`src/rtl/axi_lite_pkg.sv`:
```
// Shared AXI4-Lite definitions: response codes and the master FSM state type.
package axi_lite_pkg;

  localparam logic [1:0] RESP_OKAY   = 2'b00;
  localparam logic [1:0] RESP_EXOKAY = 2'b01;
  localparam logic [1:0] RESP_SLVERR = 2'b10;
  localparam logic [1:0] RESP_DECERR = 2'b11;

  typedef enum logic [2:0] {
    IDLE,
    WR_REQ,
    WR_WAIT,
    RD_REQ,
    RD_WAIT,
    RESP
  } mst_state_e;

endpackage

```
`src/rtl/axi_lite_if.sv`:
```
// AXI4-Lite bus bundle (AW, W, B, AR, R) with master and slave views.
interface axi_lite_if;

  logic [31:0] awaddr;
  logic        awvalid;
  logic        awready;
  logic [31:0] wdata;
  logic [3:0]  wstrb;
  logic        wvalid;
  logic        wready;
  logic [1:0]  bresp;
  logic        bvalid;
  logic        bready;
  logic [31:0] araddr;
  logic        arvalid;
  logic        arready;
  logic [31:0] rdata;
  logic [1:0]  rresp;
  logic        rvalid;
  logic        rready;

  modport master (
    output awaddr, awvalid, wdata, wstrb, wvalid, bready, araddr, arvalid, rready,
    input  awready, wready, bresp, bvalid, arready, rdata, rresp, rvalid
  );

  modport slave (
    input  awaddr, awvalid, wdata, wstrb, wvalid, bready, araddr, arvalid, rready,
    output awready, wready, bresp, bvalid, arready, rdata, rresp, rvalid
  );

endinterface

```
`src/rtl/axi_lite_master.sv`:
```
// AXI4-Lite initiator: converts a single-beat CPU request/response port into
// serialized AXI4-Lite read and write transactions, one outstanding at a time.
module axi_lite_master
  import axi_lite_pkg::*;
#(
  parameter bit ALIGN_CHECK = 1'b1
) (
  input  logic        clk,
  input  logic        reset,
  input  logic        req_valid,
  output logic        req_ready,
  input  logic        req_wen,
  input  logic [31:0] req_addr,
  input  logic [31:0] req_wdata,
  input  logic [3:0]  req_wstrb,
  output logic        resp_valid,
  output logic [31:0] resp_rdata,
  output logic        resp_err,
  axi_lite_if.master  m
);

  mst_state_e  state_q, state_d;
  logic        aw_done_q, aw_done_d;
  logic        w_done_q, w_done_d;
  logic [31:0] addr_q, addr_d;
  logic [31:0] wdata_q, wdata_d;
  logic [3:0]  wstrb_q, wstrb_d;
  logic [31:0] rdata_q, rdata_d;
  logic        err_q, err_d;
  logic        aw_hs, w_hs;
  logic        unused_resp_lsb;

  // Only resp[1] distinguishes error from success.
  assign unused_resp_lsb = ^{m.bresp[0], m.rresp[0]};

  // State and transaction registers.
  always_ff @(posedge clk) begin
    if (reset) begin
      state_q   <= IDLE;
      aw_done_q <= 1'b0;
      w_done_q  <= 1'b0;
      addr_q    <= '0;
      wdata_q   <= '0;
      wstrb_q   <= '0;
      rdata_q   <= '0;
      err_q     <= 1'b0;
    end else begin
      state_q   <= state_d;
      aw_done_q <= aw_done_d;
      w_done_q  <= w_done_d;
      addr_q    <= addr_d;
      wdata_q   <= wdata_d;
      wstrb_q   <= wstrb_d;
      rdata_q   <= rdata_d;
      err_q     <= err_d;
    end
  end

  // Next-state logic and state-decoded outputs (no req_* to AXI valid path).
  always_comb begin
    state_d    = state_q;
    aw_done_d  = aw_done_q;
    w_done_d   = w_done_q;
    addr_d     = addr_q;
    wdata_d    = wdata_q;
    wstrb_d    = wstrb_q;
    rdata_d    = rdata_q;
    err_d      = err_q;
    aw_hs      = 1'b0;
    w_hs       = 1'b0;
    req_ready  = 1'b0;
    resp_valid = 1'b0;
    resp_rdata = '0;
    resp_err   = 1'b0;
    m.awvalid  = 1'b0;
    m.wvalid   = 1'b0;
    m.bready   = 1'b0;
    m.arvalid  = 1'b0;
    m.rready   = 1'b0;
    m.awaddr   = addr_q;
    m.araddr   = addr_q;
    m.wdata    = wdata_q;
    m.wstrb    = wstrb_q;

    unique case (state_q)
      IDLE: begin
        req_ready = 1'b1;
        if (req_valid) begin
          addr_d  = req_addr;
          wdata_d = req_wdata;
          wstrb_d = req_wstrb;
          rdata_d = '0;
          err_d   = 1'b0;
          if (ALIGN_CHECK && (req_addr[1:0] != 2'b00)) begin
            err_d   = 1'b1;
            state_d = RESP;
          end else if (req_wen) begin
            state_d = WR_REQ;
          end else begin
            state_d = RD_REQ;
          end
        end
      end
      RD_REQ: begin
        m.arvalid = 1'b1;
        if (m.arready) state_d = RD_WAIT;
      end
      RD_WAIT: begin
        m.rready = 1'b1;
        if (m.rvalid) begin
          rdata_d = m.rdata;
          err_d   = m.rresp[1];
          state_d = RESP;
        end
      end
      WR_REQ: begin
        m.awvalid = !aw_done_q;
        m.wvalid  = !w_done_q;
        aw_hs     = !aw_done_q && m.awready;
        w_hs      = !w_done_q && m.wready;
        // Completion counts handshakes landing in this same cycle.
        if ((aw_done_q || aw_hs) && (w_done_q || w_hs)) begin
          aw_done_d = 1'b0;
          w_done_d  = 1'b0;
          state_d   = WR_WAIT;
        end else begin
          aw_done_d = aw_done_q || aw_hs;
          w_done_d  = w_done_q || w_hs;
        end
      end
      WR_WAIT: begin
        m.bready = 1'b1;
        if (m.bvalid) begin
          err_d   = m.bresp[1];
          rdata_d = '0;
          state_d = RESP;
        end
      end
      RESP: begin
        resp_valid = 1'b1;
        resp_rdata = rdata_q;
        resp_err   = err_q;
        state_d    = IDLE;
      end
      default: state_d = IDLE;
    endcase
  end

endmodule

```
`src/flat_wrapper.sv`:
```
// flat-port wrapper written by rule: the top's interface ports become plain ports
module axi_lite_master_flat import axi_lite_pkg::*;
#(
  parameter bit ALIGN_CHECK = 1'b1
)
  (clk, reset, req_valid, req_ready, req_wen, req_addr, req_wdata, req_wstrb, resp_valid, resp_rdata, resp_err, m_awaddr, m_awvalid, m_wdata, m_wstrb, m_wvalid, m_bready, m_araddr, m_arvalid, m_rready, m_awready, m_wready, m_bresp, m_bvalid, m_arready, m_rdata, m_rresp, m_rvalid);
  axi_lite_if m_i ();
  input  logic clk;
  input  logic reset;
  input  logic req_valid;
  output logic req_ready;
  input  logic req_wen;
  input  logic [31:0] req_addr;
  input  logic [31:0] req_wdata;
  input  logic [3:0] req_wstrb;
  output logic resp_valid;
  output logic [31:0] resp_rdata;
  output logic resp_err;
  output wire logic [$bits(m_i.awaddr)-1:0] m_awaddr;
  output wire logic [$bits(m_i.awvalid)-1:0] m_awvalid;
  output wire logic [$bits(m_i.wdata)-1:0] m_wdata;
  output wire logic [$bits(m_i.wstrb)-1:0] m_wstrb;
  output wire logic [$bits(m_i.wvalid)-1:0] m_wvalid;
  output wire logic [$bits(m_i.bready)-1:0] m_bready;
  output wire logic [$bits(m_i.araddr)-1:0] m_araddr;
  output wire logic [$bits(m_i.arvalid)-1:0] m_arvalid;
  output wire logic [$bits(m_i.rready)-1:0] m_rready;
  input wire logic [$bits(m_i.awready)-1:0] m_awready;
  input wire logic [$bits(m_i.wready)-1:0] m_wready;
  input wire logic [$bits(m_i.bresp)-1:0] m_bresp;
  input wire logic [$bits(m_i.bvalid)-1:0] m_bvalid;
  input wire logic [$bits(m_i.arready)-1:0] m_arready;
  input wire logic [$bits(m_i.rdata)-1:0] m_rdata;
  input wire logic [$bits(m_i.rresp)-1:0] m_rresp;
  input wire logic [$bits(m_i.rvalid)-1:0] m_rvalid;
  assign m_awaddr = m_i.awaddr;
  assign m_awvalid = m_i.awvalid;
  assign m_wdata = m_i.wdata;
  assign m_wstrb = m_i.wstrb;
  assign m_wvalid = m_i.wvalid;
  assign m_bready = m_i.bready;
  assign m_araddr = m_i.araddr;
  assign m_arvalid = m_i.arvalid;
  assign m_rready = m_i.rready;
  assign m_i.awready = m_awready;
  assign m_i.wready = m_wready;
  assign m_i.bresp = m_bresp;
  assign m_i.bvalid = m_bvalid;
  assign m_i.arready = m_arready;
  assign m_i.rdata = m_rdata;
  assign m_i.rresp = m_rresp;
  assign m_i.rvalid = m_rvalid;
  axi_lite_master #(.ALIGN_CHECK(ALIGN_CHECK)) u_core (.clk(clk), .reset(reset), .req_valid(req_valid), .req_ready(req_ready), .req_wen(req_wen), .req_addr(req_addr), .req_wdata(req_wdata), .req_wstrb(req_wstrb), .resp_valid(resp_valid), .resp_rdata(resp_rdata), .resp_err(resp_err), .m(m_i));
endmodule
```
`config.mk`:
```
export PLATFORM = sky130hd
export DESIGN_NAME = axi_lite_master_flat
export DESIGN_NICKNAME = d
export VERILOG_FILES = /design/src/rtl/axi_lite_pkg.sv /design/src/rtl/axi_lite_if.sv /design/src/rtl/axi_lite_master.sv /design/src/flat_wrapper.sv
export SDC_FILE = /design/constraint.sdc
export NUM_CORES = 1
export LEC_CHECK = 0
export ABC_CLOCK_PERIOD_IN_PS = 3350
export BUFFER_PORTS_ARGS = -buffer_cell sky130_fd_sc_hd__buf_2
export CAP_MARGIN = 20
export CELL_PAD_IN_SITES_DETAIL_PLACEMENT = 1
export CELL_PAD_IN_SITES_GLOBAL_PLACEMENT = 2
export CORE_MARGIN = 10
export CORE_UTILIZATION = 24
export DETAILED_ROUTE_END_ITERATION = 10
export GPL_TIMING_DRIVEN = 0
export MAX_ROUTING_LAYER = met4
export PLACE_DENSITY = 0.92
export SLEW_MARGIN = 0
export SYNTH_ARGS = -nofsm -noshare
export SYNTH_HDL_FRONTEND = slang
export SYNTH_SLANG_ARGS = --single-unit
```
`constraint.sdc`:
```
create_clock -name clk -period 3.35 [get_ports clk]
set_clock_uncertainty 0.1 [all_clocks]
set_input_delay 0.1675 -clock clk [delete_from_list [all_inputs] [get_ports clk]]
set_output_delay 0.1675 -clock clk [all_outputs]
set_load 0.01 [all_outputs]
```
; Yosys cells after proc, flatten, opt, wreduce, memory -nomap -nowiden
; Cells that the tools add are included.
[word_totals]
reg_bits = 106
latchBits = 0
ramBits = 0
romBits = 0
output_inout_bits = 140
word_cells = 59
memories = 0
[op_classes]
addsub = 0
mul = 0
n_div = 0
order_cmp = 0
eq_ne = 10
n_shift = 0
n_mux = 28
bitwise = 0
reduce_logical = 13
[op_table]
columns = op, count
row1 = $mux W32, 4
row2 = $pmux W32 S3, 1
row3 = $mux W3, 6
row4 = $pmux W3 S5, 1
row5 = $mux W1, 14
row6 = $ne A2 B2 Y1 const B, 4
row7 = $eq A3 B2 Y1 const B, 2
row8 = $eq A3 B3 Y1 const B, 2
row9 = $reduce_and A5 Y1, 1
row10 = $reduce_and A4 Y1, 1
row11 = $eq A3 B1 Y1 const B, 1
row12 = $logic_and A1 B1 Y1, 3
row13 = $logic_not A3 Y1, 1
row14 = $pmux W1 S3, 1
row15 = $reduce_bool A3 Y1, 1
row16 = $logic_not A1 Y1, 2
row17 = $logic_or A1 B1 Y1, 2
row18 = $mux W2, 1
row19 = $ne A2 B1 Y1 const B, 1
row20 = $reduce_and A2 Y1, 1
row21 = $reduce_bool A2 Y1, 1

; Depth between registers and ports, before layout
[depth]
word_depth = 6
mapped_depth = 8
ltp_nobuf = 4

; Least setup slack after synthesis
; Ideal clock, no wire load.
[synth_path]
path_type = reg-to-reg
startpoint = register u_core.state_q[1]
endpoint = register u_core.rdata_q[13]
t_arrival_ps = 1329
t_required_ps = 3118
slack_ps = 1788
path_stages_with_launch = 7
cell_sequence = dfxtp_1 > buf_2 > mux2_4 > a21o_2 > buf_4 > nand3_1 > a21oi_1
[synth_via]
elab_chain_cells = 3
[synth_lines]
columns = item, line_no
row1 = start: declaration, axi_lite_master.sv:22  ; mst_state_e state_q, state_d;
row2 = start signal: assignment, axi_lite_master.sv:48  ; state_q <= state_d;
row3 = $eq A3 B3 Y1 (tied with other cells), axi_lite_master.sv:85  ; unique case (state_q)
row4 = $ne A2 B2 Y1 (no source line) or $reduce_bool A3 Y1 (tied branches), --
row5 = $reduce_and A4 Y1 (no source line), --
row6 = end signal: assignment, axi_lite_master.sv:54  ; rdata_q <= rdata_d;
row7 = end: declaration, axi_lite_master.sv:28  ; logic [31:0] rdata_q, rdata_d;
; Parallel ways exist; a longest one is shown, timed or not.
; A chain may end at the register's enable or synchronous reset.

; Worst setup path after layout
[layout_path]
startpoint = register u_core.state_q[0]
endpoint = output port resp_rdata[6]
[layout_via]
elab_chain_cells = 2
[layout_lines]
columns = item, line_no
row1 = $eq A3 B3 Y1, axi_lite_master.sv:85
row2 = $mux W32, axi_lite_master.sv:85
row3 = end: declaration, flat_wrapper.sv:17  ; output logic [31:0] resp_rdata;
; Every way passes these cells.

==> impl_metrics.csv <==
group,metric,value,unit
clock_tree,cts_resized,0,
placed_design,gp_congestion,0.7675,
pwr,power.total,3684,uW
synthesis,ys.flop_type,"dfxtp_1",
timing,fmax,0.4371,GHz
worst_hold_path,min_path_type,"primary input to flip-flop",
cells_and_area,final_nets,1036,
global_routing,grt_pass1_wl,31.55,mm
cells_and_area,fill_cells,2233,
floorplan,core_area,18020,um2
global_routing,grt_pass1_vias,5658,
clock_tree,cts_buffer_depth,2,
clock_tree,cts_buffers,9,
synthesis,synth_edf_count,0,
placed_design,io_buffers,249,
status,status,"finished, final reports clean",
synthesis,synth_common_cells,"nand2_1 (172), dfxtp_1 (106), a21oi_1 (104)",
job,maxCapViolations,0,
pwr,ir_worst_vdd,0.0002356,V
cells_and_area,regArea,2122,um2
timing,worst_pin_slew,655.7,ps
synthesis,synthesis.area,4417,um2
synthesis,synth.area.top_cells,"dfxtp_1 (48%), nand2_1 (15%), a21oi_1 (12%)",
clock_tree,cts_tree,"done",
timing,hold_viol,0,
timing,finalHoldWorstSlack,12.85,ps
floorplan,die_w,155.7,um
clock_tree,clkSlewWorstSetupHoldPaths,70,ps
synthesis,synthMostInstantiatedCell,"nand2_1",
synthesis,ys_warn_count,0,
pwr,powerDensity,509.5,nW/um2
synthesis,ys_seq_area_share,48.05,%
synthesis,postSynthAreaPerCell,7.845,um2
timing,rsz0062_at_grt,"false",
timing,fin_tns_setup,0,ps
global_routing,overflow,0,
global_routing,grt_max_degree,19,
clock_tree,cts-root-buf,"clkbuf_16",
clock_tree,clock_sinks,106,
synthesis,synth_nets,676,
detailed_routing,drc,0,
critical_path,crit_type,"flip-flop to primary output",
synthesis,synthDistinctLibCells,34,
timing,finalCritPeriodShare,68.29,%
timing,setup_viol,0,
clock_tree,h-tree-depth,3,
cells_and_area,instances_no_fill,1158,
detailed_routing,vias,5115,
detailed_routing,ant_nets,0,
critical_path,worstPathArrival,2020,ps
floorplan,dieArea,24230,um2
cells_and_area,drive_gt1_share,35.34,%
critical_path,worst-path-max-fanout,10,
timing,relSlewSlack,56.29,%
detailed_routing,drtIter0Drc,169,
timing,slew_violations,0,
floorplan,rows,49,
critical_path,endpoint_kind,"primary output",
cells_and_area,final_core_util,40.12,%
cells_and_area,multiInputGateArea,1831,um2
clock_tree,cts_setup_buffers,0,
floorplan,initial_core_util,24.50,%
detailed_routing,routed_via_density,4.417,
detailed_routing,totalWireLength,20.23,mm
detailed_routing,wl_per_cell,17.47,um
synthesis,synth_top_cell_area_share,48.05,%
synthesis,synthCells,563,
critical_path,crit_required,3080,ps
global_routing,grt_usage,16.69,%
global_routing,antenna_found_initial,1,
placed_design,post-dp-hpwl,14.03,mm
synthesis,synth.ff_latch_count,106,
floorplan,die_h,155.7,um
clock_tree,clkLatencyLatePin,350,ps
synthesis,synth_top_area_cell,"dfxtp_1",
synthesis,async_reset_ff_share,0,%
detailed_routing,drt-pass1-iter-count,4,
pwr,leakagePower,0.003424,uW
placed_design,dp.cells,1041,
critical_path,start_kind,"flip-flop",
floorplan,pin_count,253,
timing,min_period,2288,ps
clock_tree,cts_hold_buf,100,
cells_and_area,area_growth,63.74,%
stage by stage:
step / area (um2) / worst slack (ps)
after global routing: 7232 / 902.4
final: 7232 / 1062
after CTS: 7229 / 1068
after floorplan: 4417 / 1788
after global placement: 5949 / 1471
after detailed placement: 5949 / 1469
registers in the layout, summed over array words and instances (netlist names):
register,cells
u_core.err_q,1
u_core.rdata_q,32
u_core.w_done_q,1
u_core.m.wstrb,4
u_core.aw_done_q,1
u_core.state_q,3
u_core.m.araddr,32
u_core.m.wdata,32
per-layer routing:
layer,track usage [%],wire length [um],part of all wire [%],up-vias
li1,-,-,-,2520
met1,18.27,8151,40,2370
met2,28.53,10220,51,181
met3,3.695,1102,5.4,44
met4,7.308,750,3.7,0
met5,-,0,0,-
layout by cell type, fill, tap and decap left out, types with 2 or more instances in the layout:
master,netlist,routed
dfxtp_1,106,106
buf_4,40,40
dlygate4sd3_1,0,100
nand3b_1,2,2
buf_6,2,2
clkinv_4,0,3
nand2_1,172,172
and2_1,36,36
nor2b_1,2,2
a21oi_1,104,104
clkinv_2,0,2
clkbuf_16,0,9
nor3_1,2,2
buf_2,14,263
inv_6,0,2
nand3_1,32,32
clkbuf_1,19,19
nand2b_1,2,2
nor2_1,10,10
layout make-up:
cell class / count / share of cell area (%)
Timing Repair Buffer: 349 / 31.07
Antenna cell: 1 / 0.03460
Clock inverter: 7 / 0.7439
Multi-Input combinational cell: 382 / 25.31
Sequential cell: 106 / 29.34
Clock buffer: 9 / 3.114
Tap cell: 229 / 3.962
Buffer: 75 / 6.419
where the power goes:
group	total (uW)	switching, uW	internal [uW]
sequential	1480	85.1	1400
combinational	1170	670	498
clock	1040	523	513
final timing paths:
kind	endpoint	slack, ps	cells after the start	start
max	resp_rdata[6]	1060	5	u_core.state_q[0]
min	u_core.aw_done_q	10	3	m_awready
max reg2reg	u_core.m.wdata[18]	1490	7	u_core.state_q[1]
min reg2reg	u_core.rdata_q[31]	350	2	u_core.rdata_q[31]
cell families after synthesis:
| family | after synthesis | share of synthesized area, % |
|---|---|---|
| compound gates | 113 | 13.54 |
| xor+xnor | 1 | 0.1983 |
| buf+inv | 75 | 10.51 |
| flops | 106 | 48.05 |
| mux | 3 | 0.8214 |
| simple gates | 265 | 26.88 |
worst max-delay path, cell delays in order (launching register included):
cell	delay [ps]
dfxtp_1	380
buf_2	240
and3b_1	330
clkbuf_1	350
and2_1	210
buf_2	150
Power figures use the tool's default switching activity.
